### src/rtl/cmd_scheduler_pkg.sv
// ============================================================================
// cmd_scheduler_pkg : shared types for the DRAM command scheduler. Rev 1.0
// ============================================================================
`default_nettype none

package cmd_scheduler_pkg;

  typedef enum logic [1:0] {
    OPEN_PAGE_SAME_WE = 2'd0,
    OPEN_PAGE_DIF_WE  = 2'd1,
    CLOSED_PAGE       = 2'd2,
    CROSS_PAGE        = 2'd3
  } priority_t;

  typedef enum logic [1:0] {
    IDLE  = 2'd0,
    TURN  = 2'd1,
    ISSUE = 2'd2
  } sched_state_t;

  typedef struct packed {
    logic       we;
    logic [2:0] row;
    logic [1:0] bank;
  } cmd_t;

  localparam int AGE_W = 3;

endpackage

`default_nettype wire

### src/rtl/cmd_scheduler_pick.sv
// ============================================================================
// cmd_pick : combinational read/write candidate selection. Rev 1.0
// ============================================================================
`default_nettype none

module cmd_pick
  import cmd_scheduler_pkg::*;
(
  input  logic       rd_valid,
  input  logic       wr_valid,
  input  logic [1:0] rd_bank,
  input  logic [1:0] wr_bank,
  input  logic [1:0] read_priority,
  input  logic [1:0] write_priority,
  input  logic [3:0] bank_ready,
  input  logic       rr,
  input  logic       rd_force,
  input  logic       wr_force,
  output logic       pick_valid,
  output logic       pick_we,
  output logic       pick_tie
);

  priority_t rd_grade;
  priority_t wr_grade;
  logic      rd_rdy;
  logic      wr_rdy;

  assign rd_grade = priority_t'(read_priority);
  assign wr_grade = priority_t'(write_priority);
  assign rd_rdy   = bank_ready[rd_bank];
  assign wr_rdy   = bank_ready[wr_bank];

  always_comb begin
    pick_valid = rd_valid | wr_valid;
    pick_we    = 1'b0;
    pick_tie   = 1'b0;
    if (rd_valid && wr_valid) begin
      if (wr_force) begin
        pick_we = 1'b1;
      end else if (rd_force) begin
        pick_we = 1'b0;
      end else if (wr_grade < rd_grade) begin
        pick_we = 1'b1;
      end else if (rd_grade < wr_grade) begin
        pick_we = 1'b0;
      end else if (wr_rdy && !rd_rdy) begin
        pick_we = 1'b1;
      end else if (rd_rdy && !wr_rdy) begin
        pick_we = 1'b0;
      end else begin
        // Only this fully tied case consumes the round-robin bit.
        pick_tie = 1'b1;
        pick_we  = rr;
      end
    end else if (wr_valid) begin
      pick_we = 1'b1;
    end
  end

endmodule

`default_nettype wire

### src/rtl/cmd_scheduler.sv
// ============================================================================
// cmd_scheduler : grants one read/write pool head per command to the PHY.
// Optional starvation guard: STARVATION_GUARD_EN.  Rev 1.0
// ============================================================================
`default_nettype none

module cmd_scheduler
  import cmd_scheduler_pkg::*;
#(
  parameter int TURNAROUND_CYCLES = 2
`ifdef STARVATION_GUARD_EN
  , parameter int MAX_AGE = 7
`endif
) (
  input  logic       clk,
  input  logic       n_rst,
  input  logic       rd_valid,
  input  logic [2:0] rd_row,
  input  logic [1:0] rd_bank,
  input  logic       wr_valid,
  input  logic [2:0] wr_row,
  input  logic [1:0] wr_bank,
  input  logic [1:0] read_priority,
  input  logic [1:0] write_priority,
  input  logic [3:0] bank_ready,
  input  logic       cmd_ready,
  output logic       rd_pop,
  output logic       wr_pop,
  output logic       cmd_valid,
  output logic       cmd_we,
  output logic [2:0] cmd_row,
  output logic [1:0] cmd_bank,
  output logic       read_issued,
  output logic       write_issued,
  output logic [2:0] last_row,
  output logic [1:0] last_bank
);

  localparam int CNT_W = (TURNAROUND_CYCLES > 2) ? $clog2(TURNAROUND_CYCLES) : 1;
  localparam logic [CNT_W-1:0] CNT_LOAD =
    (TURNAROUND_CYCLES > 0) ? CNT_W'(TURNAROUND_CYCLES - 1) : '0;
  localparam logic TURN_EN = (TURNAROUND_CYCLES != 0);

  sched_state_t     state_q, state_d;
  cmd_t             cmd_q, cmd_d;
  logic [2:0]       last_row_q, last_row_d;
  logic [1:0]       last_bank_q, last_bank_d;
  logic             last_we_q, last_we_d;
  logic             rr_q, rr_d;
  logic             turned_q, turned_d;
  logic [CNT_W-1:0] cnt_q, cnt_d;

  logic pick_valid, pick_we, pick_tie;
  logic rd_force, wr_force;
  logic grant_ok, handshake;

  cmd_pick u_pick (
    .rd_valid       (rd_valid),
    .wr_valid       (wr_valid),
    .rd_bank        (rd_bank),
    .wr_bank        (wr_bank),
    .read_priority  (read_priority),
    .write_priority (write_priority),
    .bank_ready     (bank_ready),
    .rr             (rr_q),
    .rd_force       (rd_force),
    .wr_force       (wr_force),
    .pick_valid     (pick_valid),
    .pick_we        (pick_we),
    .pick_tie       (pick_tie)
  );

  assign grant_ok  = !TURN_EN || turned_q || (pick_we == last_we_q);
  assign handshake = (state_q == ISSUE) && cmd_ready;

  always_comb begin
    state_d     = state_q;
    cmd_d       = cmd_q;
    last_row_d  = last_row_q;
    last_bank_d = last_bank_q;
    last_we_d   = last_we_q;
    rr_d        = rr_q;
    turned_d    = turned_q;
    cnt_d       = cnt_q;
    rd_pop      = 1'b0;
    wr_pop      = 1'b0;
    case (state_q)
      IDLE: begin
        if (pick_valid) begin
          if (grant_ok) begin
            rd_pop   = ~pick_we;
            wr_pop   = pick_we;
            cmd_d.we = pick_we;
            cmd_d.row  = pick_we ? wr_row  : rd_row;
            cmd_d.bank = pick_we ? wr_bank : rd_bank;
            turned_d = 1'b0;
            if (pick_tie) rr_d = ~rr_q;
            state_d  = ISSUE;
          end else begin
            cnt_d   = CNT_LOAD;
            state_d = TURN;
          end
        end
      end
      TURN: begin
        if (cnt_q == '0) begin
          turned_d = 1'b1;
          state_d  = IDLE;
        end else begin
          cnt_d = cnt_q - 1'b1;
        end
      end
      ISSUE: begin
        if (cmd_ready) begin
          last_row_d  = cmd_q.row;
          last_bank_d = cmd_q.bank;
          last_we_d   = cmd_q.we;
          state_d     = IDLE;
        end
      end
      default: state_d = IDLE;
    endcase
  end

  always_ff @(posedge clk or negedge n_rst) begin
    if (!n_rst) begin
      state_q     <= IDLE;
      cmd_q       <= '0;
      last_row_q  <= '0;
      last_bank_q <= '0;
      last_we_q   <= 1'b0;
      rr_q        <= 1'b0;
      turned_q    <= 1'b0;
      cnt_q       <= '0;
    end else begin
      state_q     <= state_d;
      cmd_q       <= cmd_d;
      last_row_q  <= last_row_d;
      last_bank_q <= last_bank_d;
      last_we_q   <= last_we_d;
      rr_q        <= rr_d;
      turned_q    <= turned_d;
      cnt_q       <= cnt_d;
    end
  end

`ifdef STARVATION_GUARD_EN
  localparam logic [AGE_W-1:0] AGE_LIMIT = AGE_W'(MAX_AGE);
  localparam logic [AGE_W-1:0] AGE_SAT   = {AGE_W{1'b1}};

  logic [AGE_W-1:0] rd_age_q, rd_age_d;
  logic [AGE_W-1:0] wr_age_q, wr_age_d;

  always_comb begin
    rd_age_d = rd_age_q;
    wr_age_d = wr_age_q;
    if (!rd_valid || rd_pop) rd_age_d = '0;
    else if (wr_pop && rd_age_q != AGE_SAT) rd_age_d = rd_age_q + 1'b1;
    if (!wr_valid || wr_pop) wr_age_d = '0;
    else if (rd_pop && wr_age_q != AGE_SAT) wr_age_d = wr_age_q + 1'b1;
  end

  always_ff @(posedge clk or negedge n_rst) begin
    if (!n_rst) begin
      rd_age_q <= '0;
      wr_age_q <= '0;
    end else begin
      rd_age_q <= rd_age_d;
      wr_age_q <= wr_age_d;
    end
  end

  assign rd_force = (rd_age_q >= AGE_LIMIT);
  assign wr_force = (wr_age_q >= AGE_LIMIT);
`else
  assign rd_force = 1'b0;
  assign wr_force = 1'b0;
`endif

  assign cmd_valid    = (state_q == ISSUE);
  assign cmd_we       = cmd_q.we;
  assign cmd_row      = cmd_q.row;
  assign cmd_bank     = cmd_q.bank;
  assign read_issued  = handshake & ~cmd_q.we;
  assign write_issued = handshake & cmd_q.we;
  assign last_row     = last_row_q;
  assign last_bank    = last_bank_q;

endmodule

`default_nettype wire

### config.mk
export PLATFORM = sky130hd
export DESIGN_NAME = cmd_scheduler
export DESIGN_NICKNAME = d
export VERILOG_FILES = /design/src/rtl/cmd_scheduler_pkg.sv /design/src/rtl/cmd_scheduler_pick.sv /design/src/rtl/cmd_scheduler.sv
export SDC_FILE = /design/constraint.sdc
export NUM_CORES = 1
export LEC_CHECK = 0
export CAP_MARGIN = 10
export CORE_MARGIN = 5
export CORE_UTILIZATION = 35
export CTS_CLUSTER_DIAMETER = 80
export DETAILED_ROUTE_END_ITERATION = 8
export HOLD_SLACK_MARGIN = 0.12
export PLACE_DENSITY = 0.77
export RECOVER_POWER = 50
export REMOVE_ABC_BUFFERS = 1
export SYNTH_ARGS = -nofsm -noshare
export SYNTH_HDL_FRONTEND = slang
export SYNTH_SLANG_ARGS = --single-unit
### constraint.sdc
create_clock -name clk -period 2.5 [get_ports clk]
set_input_delay 0.25 -clock clk [delete_from_list [all_inputs] [get_ports clk]]
set_output_delay 0.25 -clock clk [all_outputs]
set_load 0.03 [all_outputs]
==> reports/metrics.csv, run 1 <==
stage,metric,value,unit
run_status,status,finished with violations,
run_status,failing checks,setup timing,
routing,DR vias/cell,5.083,
final_layout,Non-Filler Instances,168,
clocking,Num CTS Buffers,3,
power,maximum VDD drop,0.8432,mV
timing,RSZ-0062 raised after global routing,true,
placed_design,DP Wirelength,2011,um
final_layout,final instance area,1569,um2
final_layout,most frequent cells in the layout,"27 x clkdlybuf4s50_1, 17 x dfrtp_1, 10 x mux2_2, 10 x buf_4, 9 x nor2_1",
timing,fin. max-slew vios,0,
placed_design,port bufs,38,
synthesis,synth top area cells,"dfrtp_1 43%, mux2_2 11%, mux2_4 7.5%, ha_1 5.0%, mux4_2 4.5%",
timing,Max Clock Skew,0.001724,ns
timing,worst-margin pin slew,0.7671,ns
setup_path,CP endpoint kind,primary output,
routing,Routed Antenna Nets,0,
die,Die Area,4029,um2
synthesis,Synth cell types,30,
setup_path,CP Class,input pin to primary output,
timing,post-layout minimum cycle time,2.523,ns
timing,period utilisation layout,100.9,%
clocking,"Clk pin slew, worst setup/hold paths",0.09,ns
die,Top Ports,39,
grt,gr usage total,13.21,%
placed_design,Placed Cells incl. Taps,160,
grt,grt ovf,0,
clocking,CTS Sinks,17,
setup_path,crit-path cells,buf_6 > mux4_2 > buf_6 > ha_4 > o32ai_4 > and4_1 > a21oi_2 > or3_4 > nor2_4 > buf_6,
grt,largest net degree at the start of global routing,18,
routing,vias,854,
routing,drt pass-1 iters,4,
die,die height,63.48,um
clocking,CTS tree,built,
synthesis,Synth area leader,dfrtp_1,
synthesis,synthesized area,1001,um2
timing,sum of negative setup slack,-0.02305,ns
final_layout,"commonest non-fill, non-tap cell in the layout",clkdlybuf4s50_1,
timing,Slew HR,48.69,%
placed_design,GPL Wtd Cong,0.6636,
clocking,clk buf depth,2,
setup_path,Worst Path Arrival,2.27,ns
timing,final hold vios,0,
routing,drt total wl,2557,um
min_path,Min-Delay Path Class,input pin to flip-flop,
power,pwr dens,1080,nW/um2
setup_path,startpoint types,input pin,
die,chip width,63.48,um
grt,vias in the first global route,874,
routing,# DRC,0,
clocking,H-tree Lvls,1,
setup_path,Worst EP required,2.25,ns
job,max-cap violation count,0,
placed_design,dpl cell area,1460,um2
die,core area,2758,um2
final_layout,Nets,165,
final_layout,layout cells sized above 1,39.42,%
setup_path,CP Max Fanout,2,
synthesis,cells after synthesis,85,
synthesis,sequential element share of the synthesized area,42.50,%
routing,1st-iter DRT viols,13,
timing,Setup WS post-layout,-0.02305,ns
routing,WL/cell,15.22,um
synthesis,Syn Area/Cell,11.78,um2
setup_path,critical path's largest stage delay,0.51,ns
setup_path,Slowest cell on crit path,mux4_2,
die,Initial Util,36.30,%
synthesis,Syn. warnings,0,
synthesis,Yosys reg bits,17,
die,Cell Rows,19,
setup_path,Critical Path Most Common Cell,buf_6,
clocking,worst-skew pair later-pin latency,0.29,ns
grt,antenna violations before repair,0,
final_layout,Synth-to-Final Area Change,56.75,%
final_layout,ant diodes,0,
setup_path,WP buf/inv,3,
setup_path,Top delay family on crit path,simple AND/OR/NAND/NOR gates,
clocking,Clock Root Buffer,clkbuf_4,
timing,Setup Viol. Count Final,1,
clocking,cts hold-fix bufs,0,
grt,first-pass GRT wire length,4264,um
placed_design,pre-CTS WS,-0.5151,ns
synthesis,top cell type's share of synthesized area,42.50,%
timing,Max Clk Rate,396.3,MHz
power,P_leak,0.7097,nW
-- cells in the mapped netlist, drive strengths merged --
| library cell | count |
|---|---|
| a21boi | 1 |
| a21o | 2 |
| a21oi | 5 |
| a22oi | 1 |
| and2b | 1 |
| and3 | 1 |
| and4 | 1 |
| buf | 1 |
| clkbuf | 1 |
| dfrtp | 17 |
| ha | 4 |
| inv | 7 |
| mux2 | 15 |
| mux2i | 1 |
| mux4 | 2 |
| nand2 | 2 |
| nand2b | 1 |
| nand3 | 2 |
| nor2 | 10 |
| nor2b | 1 |
| nor4 | 1 |
| nor4b | 1 |
| o21ai | 3 |
| o31ai | 1 |
| o32ai | 1 |
| or3 | 1 |
| xor2 | 1 |
-- stage by stage --
step / hold WS (ns) / power [W] / util, %
final: 0.3427 / 0.001695 / 56.90
after global routing: 0.3408 / 0.001803 / 56.90
after CTS: 0.3448 / 0.001706 / 56.62
after detailed placement: 0.4620 / 0.001497 / 52.95
after global placement: 0.4697 / 0.001472 / 52.95
after floorplan: -0.04559 / 0.001082 / -
-- report_power, final --
group | switching (W) | internal (W)
Clock | 0.0000855 | 0.0000622
Combinational | 0.000499 | 0.000518
Sequential | 0.000121 | 0.000409
Total | 0.000706 | 0.000989
-- worst reg2reg max path: stages (launching register included) --
cell,delay [ns]
dfrtp_1,0.40
nor2b_4,0.14
o32ai_4,0.29
and4_1,0.25
a21oi_2,0.04
or3_4,0.36
buf_4,0.15
buf_4,0.15
mux2_4,0.29
-- cells by family after synthesis --
logic type | synth area share, %
AO/OA/AOI/OAI | 11.00
XOR/XNOR | 0.8752
adder cells (fa/ha/maj) | 5.000
buffers and inverters | 4.125
flip-flops | 42.50
multiplexers | 24.25
AND/OR/NAND/NOR | 12.25
-- flip-flops by register name (all words and copies together) (netlist names) --
signal and count:
cmd_row 3, last_row 3, cmd_bank 2, last_bank 2, state_q 2, cmd_we 1, cnt_q 1, last_we_q 1
rr_q 1, turned_q 1
-- final cells by class --
type	count	area, um2
clock buffers	4	26.28
well taps	31	38.79
flip-flops and latches	17	425.4
fillers	238	1189
repair buffers	50	452.9
multi-input cells	59	599.3
inverters	7	26.28
-- final timing paths --
| kind | from | endpoint | slack (ns) | cells after the start |
|---|---|---|---|---|
| hold reg to reg | rr_q | rr_q | 0.48 | 1 |
| max in group asynchronous | n_rst | cnt_q | 1.56 | 1 |
| min in group asynchronous | n_rst | rr_q | 0.47 | 1 |
| setup / recovery | wr_bank[0] | rd_pop | -0.02 | 10 |
| hold / removal | wr_bank[0] | cmd_bank[0] | 0.34 | 3 |
| setup reg to reg | rr_q | cmd_bank[0] | 0.33 | 8 |
-- metal layers --
metal  routed length [um]  track usage (%)  share of wire (%)  vias to the layer above
li1                     -                -                  -                      406
met1                 1055            15.95                 41                      426
met2                 1343            22.72                 53                       20
met3                  146            5.151                5.7                        2
met4                   12            1.558               0.47                        0
met5                    0                0                  0                        -
-- repair_timing --
item                       in CTS  in global routing
hold endpoints to repair        0                  0
gates resized for setup        40                  1
setup endpoints to repair      11                  2
setup buffers                   3                  1
pin swaps                       7                  4
Note: power is estimated with default switching activity, not from simulation.
==> inputs of run 2 (changes only) <==
--- a/config.mk
+++ b/config.mk
@@ -5,8 +5,9 @@
 export SDC_FILE = /design/constraint.sdc
 export NUM_CORES = 1
 export LEC_CHECK = 0
+export ABC_AREA = 1
 export CAP_MARGIN = 10
-export CORE_MARGIN = 5
+export CORE_MARGIN = 2
 export CORE_UTILIZATION = 35
 export CTS_CLUSTER_DIAMETER = 80
 export DETAILED_ROUTE_END_ITERATION = 8
==> run 2 against run 1 <==
The run ends with DRC left. Final cell count grew 30%. Register-to-register slack better by 0.54 ns. Global-route usage grew 3.1 points. Highest routed layer unchanged. Critical endpoint unchanged. Sequential cell count unchanged. Count of clock-buffer cells in the layout shrank 1.
==> reports/metrics.csv, run 2 <==
stage,metric,value,unit
run_status,status,finished with violations,
run_status,failing checks,DRC,
clocking,CTS tree,built,
timing,post-layout minimum cycle time,2.414,ns
setup_path,CP endpoint kind,primary output,
synthesis,Syn Area/Cell,7.617,um2
timing,period utilisation layout,96.57,%
min_path,hold depth,5,
timing,WHS,0.3375,ns
setup_path,R2R Path End,turned_q,
timing,sum of negative setup slack,0,ns
final_layout,FILL cells,275,
setup_path,reg2reg start,rr_q,
die,Die Area,3434,um2
setup_path,Worst EP required,2.25,ns
timing,Max Clk Rate,414.2,MHz
synthesis,synthesized area,1044,um2
die,die height,58.60,um
routing,1st-iter DRT viols,25,
synthesis,most frequent cells after synthesis,"46 x nand2_1, 24 x inv_1, 17 x dfrtp_1, 11 x nor2_1, 7 x nand3_1",
min_path,Hold Crit Endpoint,cmd_bank[1],
synthesis,compound-gate portion of the synthesized area,7.554,%
synthesis,Synth area leader,dfrtp_1,
setup_path,startpoint types,input pin,
clocking,"Clk pin slew, worst setup/hold paths",0.11,ns
synthesis,Yosys reg bits,17,
grt,grt ovf,0,
grt,gr usage total,16.34,%
timing,Max Clock Skew,0.01167,ns
clocking,Num CTS Buffers,3,
setup_path,WP buf/inv,5,
grt,antenna violations before repair,0,
final_layout,Nets,215,
power,maximum VDD drop,0.3326,mV
setup_path,crit-path cells,clkdlybuf4s50_1 > inv_2 > a21oi_2 > a32oi_2 > buf_4 > ha_1 > inv_1 > nand2_1 > nand2_2 > nand3_4 > nand2_4 > nand2_1 > nand3_2 > nand3_4 > a21oi_4 > buf_6,
final_layout,multi-input logic area,556.8,um2
min_path,Min-Delay Path Class,input pin to flip-flop,
synthesis,Synth Flop Type,dfrtp_1,
final_layout,Reg area,425.4,um2
timing,Slew HR,50.17,%
die,Cell Rows,19,
clocking,worst-skew pair later-pin latency,0.29,ns
synthesis,synth top area cells,"dfrtp_1 41%, nand2_1 17%, inv_1 8.6%, mux2_2 5.4%, ha_1 4.8%",
clocking,H-tree Lvls,1,
synthesis,largest family of logic cells by synthesized area,simple AND/OR/NAND/NOR gates,
routing,vias,1041,
synthesis,cells after synthesis,137,
grt,vias in the first global route,1051,
clocking,CTS Sinks,17,
synthesis,Syn. warnings,0,
final_layout,most frequent cells in the layout,"45 x nand2_1, 27 x clkdlybuf4s50_1, 23 x inv_1",
synthesis,simple-gate portion of the synthesized area,30.34,%
synthesis,mux cell area share after synthesis,5.396,%
clocking,clk buf depth,2,
placed_design,GPL Wtd Cong,0.7429,
setup_path,Top delay family on crit path,buffers and inverters,
timing,fin. max-slew vios,0,
setup_path,critical path's largest stage delay,0.47,ns
synthesis,sequential element share of the synthesized area,40.77,%
setup_path,R2R depth,13,
min_path,Min-Delay Startpoint,rd_bank[1],
die,Initial Util,37.20,%
setup_path,CP Max Fanout,3,
die,Top Ports,39,
die,core area,2805,um2
routing,drt total wl,2584,um
routing,drt pass-1 iters,6,
setup_path,Worst Path Arrival,2.16,ns
synthesis,Synth cell types,20,
power,pwr dens,942.9,nW/um2
power,P_leak,0.8545,nW
setup_path,Slowest cell on crit path,clkdlybuf4s50_1,
final_layout,Synth-to-Final Area Change,54.32,%
synthesis,most frequent cell after synthesis,nand2_1,
grt,largest net degree at the start of global routing,18,
setup_path,"reg-to-reg slack, setup",0.87,ns
routing,Routed Antenna Nets,0,
final_layout,ant diodes,0,
routing,# DRC,2,
timing,final hold vios,0,
final_layout,fin util,57.40,%
job,max-cap violation count,0,
grt,first-pass GRT wire length,4305,um
die,chip width,58.60,um
synthesis,ys async rst share,100.0,%
synthesis,top cell type's share of synthesized area,40.77,%
timing,Setup Viol. Count Final,0,
placed_design,port bufs,38,
routing,DR vias/cell,4.775,
synthesis,Post-Synth XOR/XNOR Area,0,%
synthesis,Post-Synth Adder-Cell Area,4.796,%
final_layout,"commonest non-fill, non-tap cell in the layout",nand2_1,
clocking,Clock Root Buffer,clkbuf_4,
routing,WL/cell,11.85,um
synthesis,"EDFF count, synth",0,
setup_path,CP Class,input pin to primary output,
timing,worst-margin pin slew,0.7450,ns
placed_design,DP Wirelength,2001,um
final_layout,layout cells sized above 1,19.79,%
## run 2: cell types whose count changed after synthesis, sizes merged, moves of 2 or more
cell	delta
nand3	+8
inv	+18
a21o	-2
nand2	+47
mux4	-2
mux2	-10
a32oi	+2
## run 2: worst min-delay path, cell delays in order
cell and delay, ns:
dlymetal6s2s_1 0.11, nand2_1 0.06, o21ai_0 0.07, nand2_1 0.05
nand2_1 0.05
## run 2: what timing repair did
item / 4_1_cts / 5_1_grt
resized for setup: 11 / 10
pin swaps: 6 / 3
hold buffers: 0 / 0
setup endpoints to repair: 2 / 2
buffers inserted: 4 / 1
## run 2: per-stage QoR
step	setup WS [ns]	instances	instance area [um2]	power [W]
after floorplan	0.2020	135	1021	0.0009791
after global placement	-0.007680	209	1473	0.001299
after detailed placement	-0.1058	209	1473	0.001326
after CTS	0.01360	217	1567	0.001510
after global routing	-0.01178	218	1610	0.001643
final	0.08577	218	1610	0.001518
## run 2: logic make-up after synthesis
group           count (synthesis)
simple gates                   71
buf+inv                        27
flops                          17
compound gates                 13
mux                             5
fa+ha+maj                       4
## run 2: power by group
group,leakage (nW),switching [W],internal [W]
Combinational,0.624,0.000507,0.000385
Sequential,0.213,0.0000841,0.000398
Clock,0.0177,0.0000854,0.0000593
## run 2: worst max-delay path by stage
stage / start / endpoint / slack [ns] / cells after the start
5_1_grt: wr_bank[1] / rd_pop / -0.01 / 16
4_1_cts: wr_bank[0] / rd_pop / 0.01 / 16
2_1_floorplan: bank_ready[0] / rd_pop / 0.20 / 15
3_3_place_gp: rd_bank[0] / rd_pop / -0.008 / 16
6_report: wr_bank[1] / rd_pop / 0.09 / 16
3_5_place_dp: wr_bank[0] / wr_pop / -0.11 / 16
## run 2: area by class of cell
type                            count  area share, %
Clock buffer                        3          1.399
Clock inverter                      1         0.3108
Inverter                           25          5.828
Multi-Input combinational cell     93          34.58
Sequential cell                    17          26.42
Tap cell                           31          2.409
Timing Repair Buffer               48          29.06
## run 2: metal layers
metal  up-vias  track usage (%)  wire (um)
met5         -                0          0
met4         0            7.468         36
met3         4            2.418        140
met2        31            30.50       1402
met1       474            18.09       1004
li1        532                -          -
==> inputs of run 3 (changes only) <==
--- a/config.mk
+++ b/config.mk
@@ -5,9 +5,8 @@
 export SDC_FILE = /design/constraint.sdc
 export NUM_CORES = 1
 export LEC_CHECK = 0
-export ABC_AREA = 1
 export CAP_MARGIN = 10
-export CORE_MARGIN = 2
+export CORE_MARGIN = 8
 export CORE_UTILIZATION = 35
 export CTS_CLUSTER_DIAMETER = 80
 export DETAILED_ROUTE_END_ITERATION = 8
==> run 3 against run 2 <==
Clock power is essentially flat. Critical path depth decreased by 6. Cell area is 2.3% lower. Power up 11%. Combinational power rose by 13%. Critical path type unchanged. Largest cell class unchanged. Critical endpoint unchanged. Hold slack gained 0.0023 ns. The flow finishes with violations (setup timing). Fmax fell by 5.0%.
==> reports/metrics.csv, run 3 (synthesis gave the netlist of run 1 again) <==
stage,metric,value,unit
final_layout,Nets,162,
placed_design,port bufs,38,
routing,Routed Antenna Nets,0,
setup_path,CP Class,input pin to primary output,
final_layout,"commonest non-fill, non-tap cell in the layout",clkdlybuf4s50_1,
routing,1st-iter DRT viols,35,
power,combinational share of power,59.4,%
setup_path,CP Depth,10,
setup_path,startpoint types,input pin,
clocking,Num CTS Buffers,3,
die,Die Area,4827,um2
grt,gr usage total,10.68,%
timing,RSZ-0062 raised after global routing,true,
routing,drt total wl,2749,um
grt,antenna violations before repair,0,
min_path,Min-Delay Path Class,input pin to flip-flop,
timing,Setup WS post-layout,-0.04028,ns
setup_path,Worst EP required,2.25,ns
routing,# DRC,0,
routing,DR vias/cell,5.248,
setup_path,Slowest cell on crit path,mux4_2,
setup_path,WP buf/inv,3,
clocking,worst-skew pair later-pin latency,0.29,ns
timing,Max Clk Rate,393.7,MHz
setup_path,Top delay family on crit path,simple AND/OR/NAND/NOR gates,
setup_path,Critical Path Most Common Cell,buf_6,
timing,final hold vios,0,
power,share of total power in the clock network,8.5,%
clocking,"Clk pin slew, worst setup/hold paths",0.10,ns
run_status,failing checks,setup timing,
clocking,CTS Sinks,17,
final_layout,ant diodes,0,
setup_path,critical path's largest stage delay,0.49,ns
routing,drt pass-1 iters,5,
setup_path,crit-path cells,buf_2 > mux4_2 > buf_6 > ha_4 > o32ai_4 > and4_1 > a21oi_2 > or3_4 > nor2_4 > buf_6,
die,Cell Rows,19,
power,sequential share of power,32.1,%
die,chip width,69.48,um
setup_path,R2R depth,7,
routing,WL/cell,16.66,um
routing,vias,866,
grt,Global Route met3 Usage,4.435,%
timing,Slew HR,48.35,%
timing,Setup Viol. Count Final,1,
final_layout,final instance area,1574,um2
power,maximum VDD drop,0.8864,mV
timing,Max Clock Skew,0.01204,ns
run_status,status,finished with violations,
clocking,cts hold-fix bufs,0,
timing,fin. max-slew vios,0,
timing,post-layout minimum cycle time,2.540,ns
final_layout,Synth-to-Final Area Change,57.25,%
grt,GR peak layer,met2,
placed_design,DP Wirelength,2065,um
final_layout,layout cells sized above 1,38.81,%
clocking,H-tree Lvls,1,
die,core area,2734,um2
die,Initial Util,36.61,%
timing,period utilisation layout,101.6,%
die,Top Ports,39,
grt,largest net degree at the start of global routing,18,
setup_path,CP Launch Point,bank_ready[0],
power,Internal,0.0009697,W
power,pwr dens,1075,nW/um2
grt,grt ovf,0,
setup_path,CP endpoint,rd_pop,
setup_path,"reg-to-reg slack, setup",0.52,ns
grt,first-pass GRT wire length,4367,um
setup_path,CP endpoint kind,primary output,
grt,M1 GR Usage,12.13,%
final_layout,most frequent cells in the layout,"26 x clkdlybuf4s50_1, 17 x dfrtp_1, 10 x mux2_2",
timing,worst-margin pin slew,0.7721,ns
setup_path,CP Max Fanout,3,
grt,routing usage on met2,18.55,%
power,switching share of total power,42.70,%
clocking,Clock Root Buffer,clkbuf_4,
setup_path,R2R Path End,cmd_row[2],
setup_path,Worst Path Arrival,2.29,ns
placed_design,GPL Wtd Cong,0.8837,
job,max-cap violation count,0,
placed_design,pre-CTS WS,-0.5399,ns
clocking,clk buf depth,2,
placed_design,dpl cell area,1460,um2
setup_path,reg2reg start,rr_q,
die,die height,69.48,um
clocking,CTS tree,built,
grt,vias in the first global route,907,
power,NetSw,0.0007227,W
power,P_leak,0.7164,nW
-- run 3: metal layers --
metal | vias to the layer above | share of wire [%]
met5 | - | 0
met4 | 0 | 0.55
met3 | 2 | 7.1
met2 | 33 | 53
met1 | 427 | 40
li1 | 404 | -
-- run 3: layout make-up --
class	count	area, um2
Clock buffer	3	22.52
Clock inverter	1	5.005
Fill cell	214	1160
Inverter	7	26.28
Multi-Input combinational cell	59	610.6
Sequential cell	17	425.4
Tap cell	31	38.79
Timing Repair Buffer	47	445.4
-- run 3: repair_timing --
action,CTS,global route
endpoints found under the setup margin,11,2
gates resized for setup,42,7
pin swaps,6,6
setup buffers,1,1
-- run 3: per-stage QoR --
stage / setup TNS (ns) / instances / utilization (%) / hold slack, ns / total power (W)
2_1_floorplan: -0.9557 / 83 / - / -0.04559 / 0.001082
3_3_place_gp: -4.723 / 160 / 53.41 / 0.4701 / 0.001475
3_5_place_dp: -5.217 / 160 / 53.41 / 0.4668 / 0.001496
4_1_cts: -0.04090 / 165 / 56.80 / 0.3335 / 0.001686
5_1_grt: -0.1063 / 165 / 57.57 / 0.3303 / 0.001784
6_report: -0.04028 / 165 / 57.57 / 0.3398 / 0.001692
-- run 3: worst reg2reg max path, cell delays in order (launching register included) --
cell     delay [ns]
dfrtp_1        0.40
nor2b_4        0.14
o32ai_4        0.21
and4_1         0.26
a21oi_2        0.04
or3_4          0.36
buf_4          0.18
mux2_4         0.30
-- run 3: power by group through the flow --
stage,clock network [W],registers (W),logic [W]
final,0.000143,0.000544,0.00101
after global routing,0.000160,0.000558,0.00107
after CTS,0.000150,0.000534,0.00100
after detailed placement,0,0.000533,0.000962
after global placement,0,0.000525,0.000950
after floorplan,0,0.000687,0.000395
-- run 3: how the worst min path moves through the flow --
stage	from	end	slack [ns]	depth (start not counted)
final	rd_bank[0]	cmd_bank[0]	0.34	3
after global routing	rd_bank[0]	cmd_bank[0]	0.33	3
after CTS	wr_bank[0]	cmd_bank[0]	0.33	3
after detailed placement	rr_q	rr_q	0.47	1
after global placement	rr_q	rr_q	0.47	1
after floorplan	n_rst	cmd_bank[0]	-0.05	0
==> variant (flow settings as in run 3) <==
Set the parameter `TURNAROUND_CYCLES` to 4 (it was 2).
--- a/src/rtl/cmd_scheduler.sv
+++ b/src/rtl/cmd_scheduler.sv
@@ -8,5 +8,5 @@
   import cmd_scheduler_pkg::*;
 #(
-  parameter int TURNAROUND_CYCLES = 2
+  parameter int TURNAROUND_CYCLES = 4
 `ifdef STARVATION_GUARD_EN
   , parameter int MAX_AGE = 7
Formal check against the unedited RTL: not equivalent (Yosys sat finds a counterexample within 4 cycles, from zero or initial values and one cycle with n_rst low).
==> variant against run 3 <==
Combinational power decreased by 6%. Clock skew decreased by 9.8 ps. Power decreased by 4.0%. Area after synthesis increased by 3.8%. Wire length decreased by 4.7%. Critical path depth unchanged. Final area decreased by 2.0%. Sequential cell count increased by 1. Worst setup slack improved by 110 ps. Largest power group unchanged.
==> variant: results (changes against run 3) <==
[worst_setup_path]
r2r_slack_ps=740  ; +220 ps
worst_ep_arrival_time_ps=2180  ; -110 ps
worst-path-max-fanout=4  ; +1
worstRegToRegCells=6  ; -1
worst_r2r_endpoint=cnt_q[1]

[synthesis]
async_flop_share_pct=100  ; unchanged
synth_edf_count=0  ; unchanged
synth_common_cells=18 x dfrtp_1, 15 x mux2_2, 12 x inv_1
yosys-top-cells-area=dfrtp_1 43%, mux2_2 16%, ha_1 6.0%, inv_1 4.3%, mux4_2 4.3%
synth.distinct_cells=30  ; unchanged
yosys_warnings=0  ; unchanged
yosysSeqAreaShare_pct=43.4  ; +0.87 points

[cts]
clockRootBuffer=clkbuf_4
cts_max_path_buffers=2  ; unchanged
htreeDepth=1  ; unchanged

[min_path]
holdCritPathClass=input port to flip-flop
hp-start=wr_bank[1]
hold_depth=3  ; unchanged
min_to=cmd_bank[1]

[power_and_ir_drop]
leakage_nw=0.691  ; -3.6%
vdd_drop_max_v=0.000935  ; +5.5%

[global_routing]
grt_max_degree=19  ; +1
grt_pass1_vias=987  ; +8.8%
grt_pass1_wl_mm=4.42  ; +1.1%
grt.total_usage_pct=10.5  ; -0.19 points

[route]
wl_mm=2.62  ; -4.7%
dr.first_iter.drc_count=21  ; -40%
first_pass_iters=4  ; -1
vias=871  ; +0.58%

[finish]
insertedDiodeCount=0  ; unchanged
final_layout_size_suffix_gt1_share_pct=27.1  ; -12 points
nNetsFinal=170  ; +4.9%
fill_cells=225  ; +5.1%

[placement]
dpl_cell_area_mm2=0.00148  ; +1.5%
globalplace.congestion=0.714  ; -19%
place_hpwl_mm=2.02  ; -2.0%

[sta]
fin_skew_ps=2.27  ; -9.77 ps
worst_slew_pin_slew_ps=844  ; +71.5 ps

[outcome]
outcome=completed

variant: changes by cell type in the layout (fill, tap and decap cells not counted), sizes merged, moves of 3 or more:
cell,delta
nor2,-3
dlygate4sd2,+3
inv,+5
buf,-7
variant: worst max-delay path by stage:
stage | from | to | slack, ps | depth (start not counted)
5_1_grt | bank_ready[3] | wr_pop | -20 | 10
2_1_floorplan | wr_bank[0] | wr_pop | 190 | 8
4_1_cts | wr_bank[1] | wr_pop | 80 | 10
3_3_place_gp | wr_bank[0] | rd_pop | -250 | 10
6_report | wr_bank[0] | wr_pop | 70 | 10
3_5_place_dp | wr_bank[0] | wr_pop | -290 | 10
variant: cells by family (layout without fill, tap and decap cells):
group / count (synthesis) / count (layout) / synth area share, %
adder cells (fa/ha/maj): 5 / 5 / 6.02
AND/OR/NAND/NOR: 18 / 18 / 8.32
multiplexers: 18 / 18 / 21.7
XOR/XNOR: 2 / 2 / 1.69
buffers and inverters: 12 / 61 / 4.34
flip-flops: 18 / 18 / 43.4
AO/OA/AOI/OAI: 18 / 18 / 14.6
variant: worst max-delay path: stages:
cell and delay, ps:
clkdlybuf4s15_1 200, mux4_2 530, inv_2 80, ha_4 110, inv_1 50, a211o_1 330, a21oi_2 230, o21ai_4 100
nor2b_1 120, buf_4 170
variant: stage by stage:
step           setup slack (ps)  instances  hold WS (ps)  setup TNS [ps]  utilization, %
4_1_cts                    76.9        171           446               0            55.0
3_5_place_dp               -292        164           497           -2770            53.3
6_report                   67.7        171           391               0            55.5
5_1_grt                   -16.7        171           413           -16.7            55.5
2_1_floorplan               195         91         -45.6               0               -
3_3_place_gp               -254        164           485           -2230            53.3
variant: cell type report:
cell class | count | area [µm²] | share of cell area [%]
clock buffers | 3 | 22.5 | 1.46
inverters | 12 | 45.0 | 2.92
multi-input cells | 61 | 558 | 36.2
flip-flops and latches | 18 | 450 | 29.2
well taps | 31 | 38.8 | 2.51
repair buffers | 46 | 428 | 27.7
variant: where the power goes:
group | switching (mW) | total (mW) | internal, mW
logic | 0.492 | 0.951 | 0.459
registers | 0.0994 | 0.533 | 0.433
clock network | 0.0851 | 0.141 | 0.0559
variant: repair_timing:
action,in CTS,in global routing
pin swaps,2,3
buffers inserted,4,0
hold buffers,0,0
endpoints found under the setup margin,2,2
gates resized for setup,8,4
hold endpoints to repair,0,0
variant: routing by layer:
| layer | track usage, % | routed length, µm | up-vias |
|---|---|---|---|
| met5 | 0 | 0 | - |
| met4 | 2.68 | 8 | 0 |
| li1 | - | - | 424 |
| met3 | 4.94 | 241 | 2 |
| met1 | 11.2 | 1070 | 420 |
| met2 | 18.1 | 1300 | 25 |
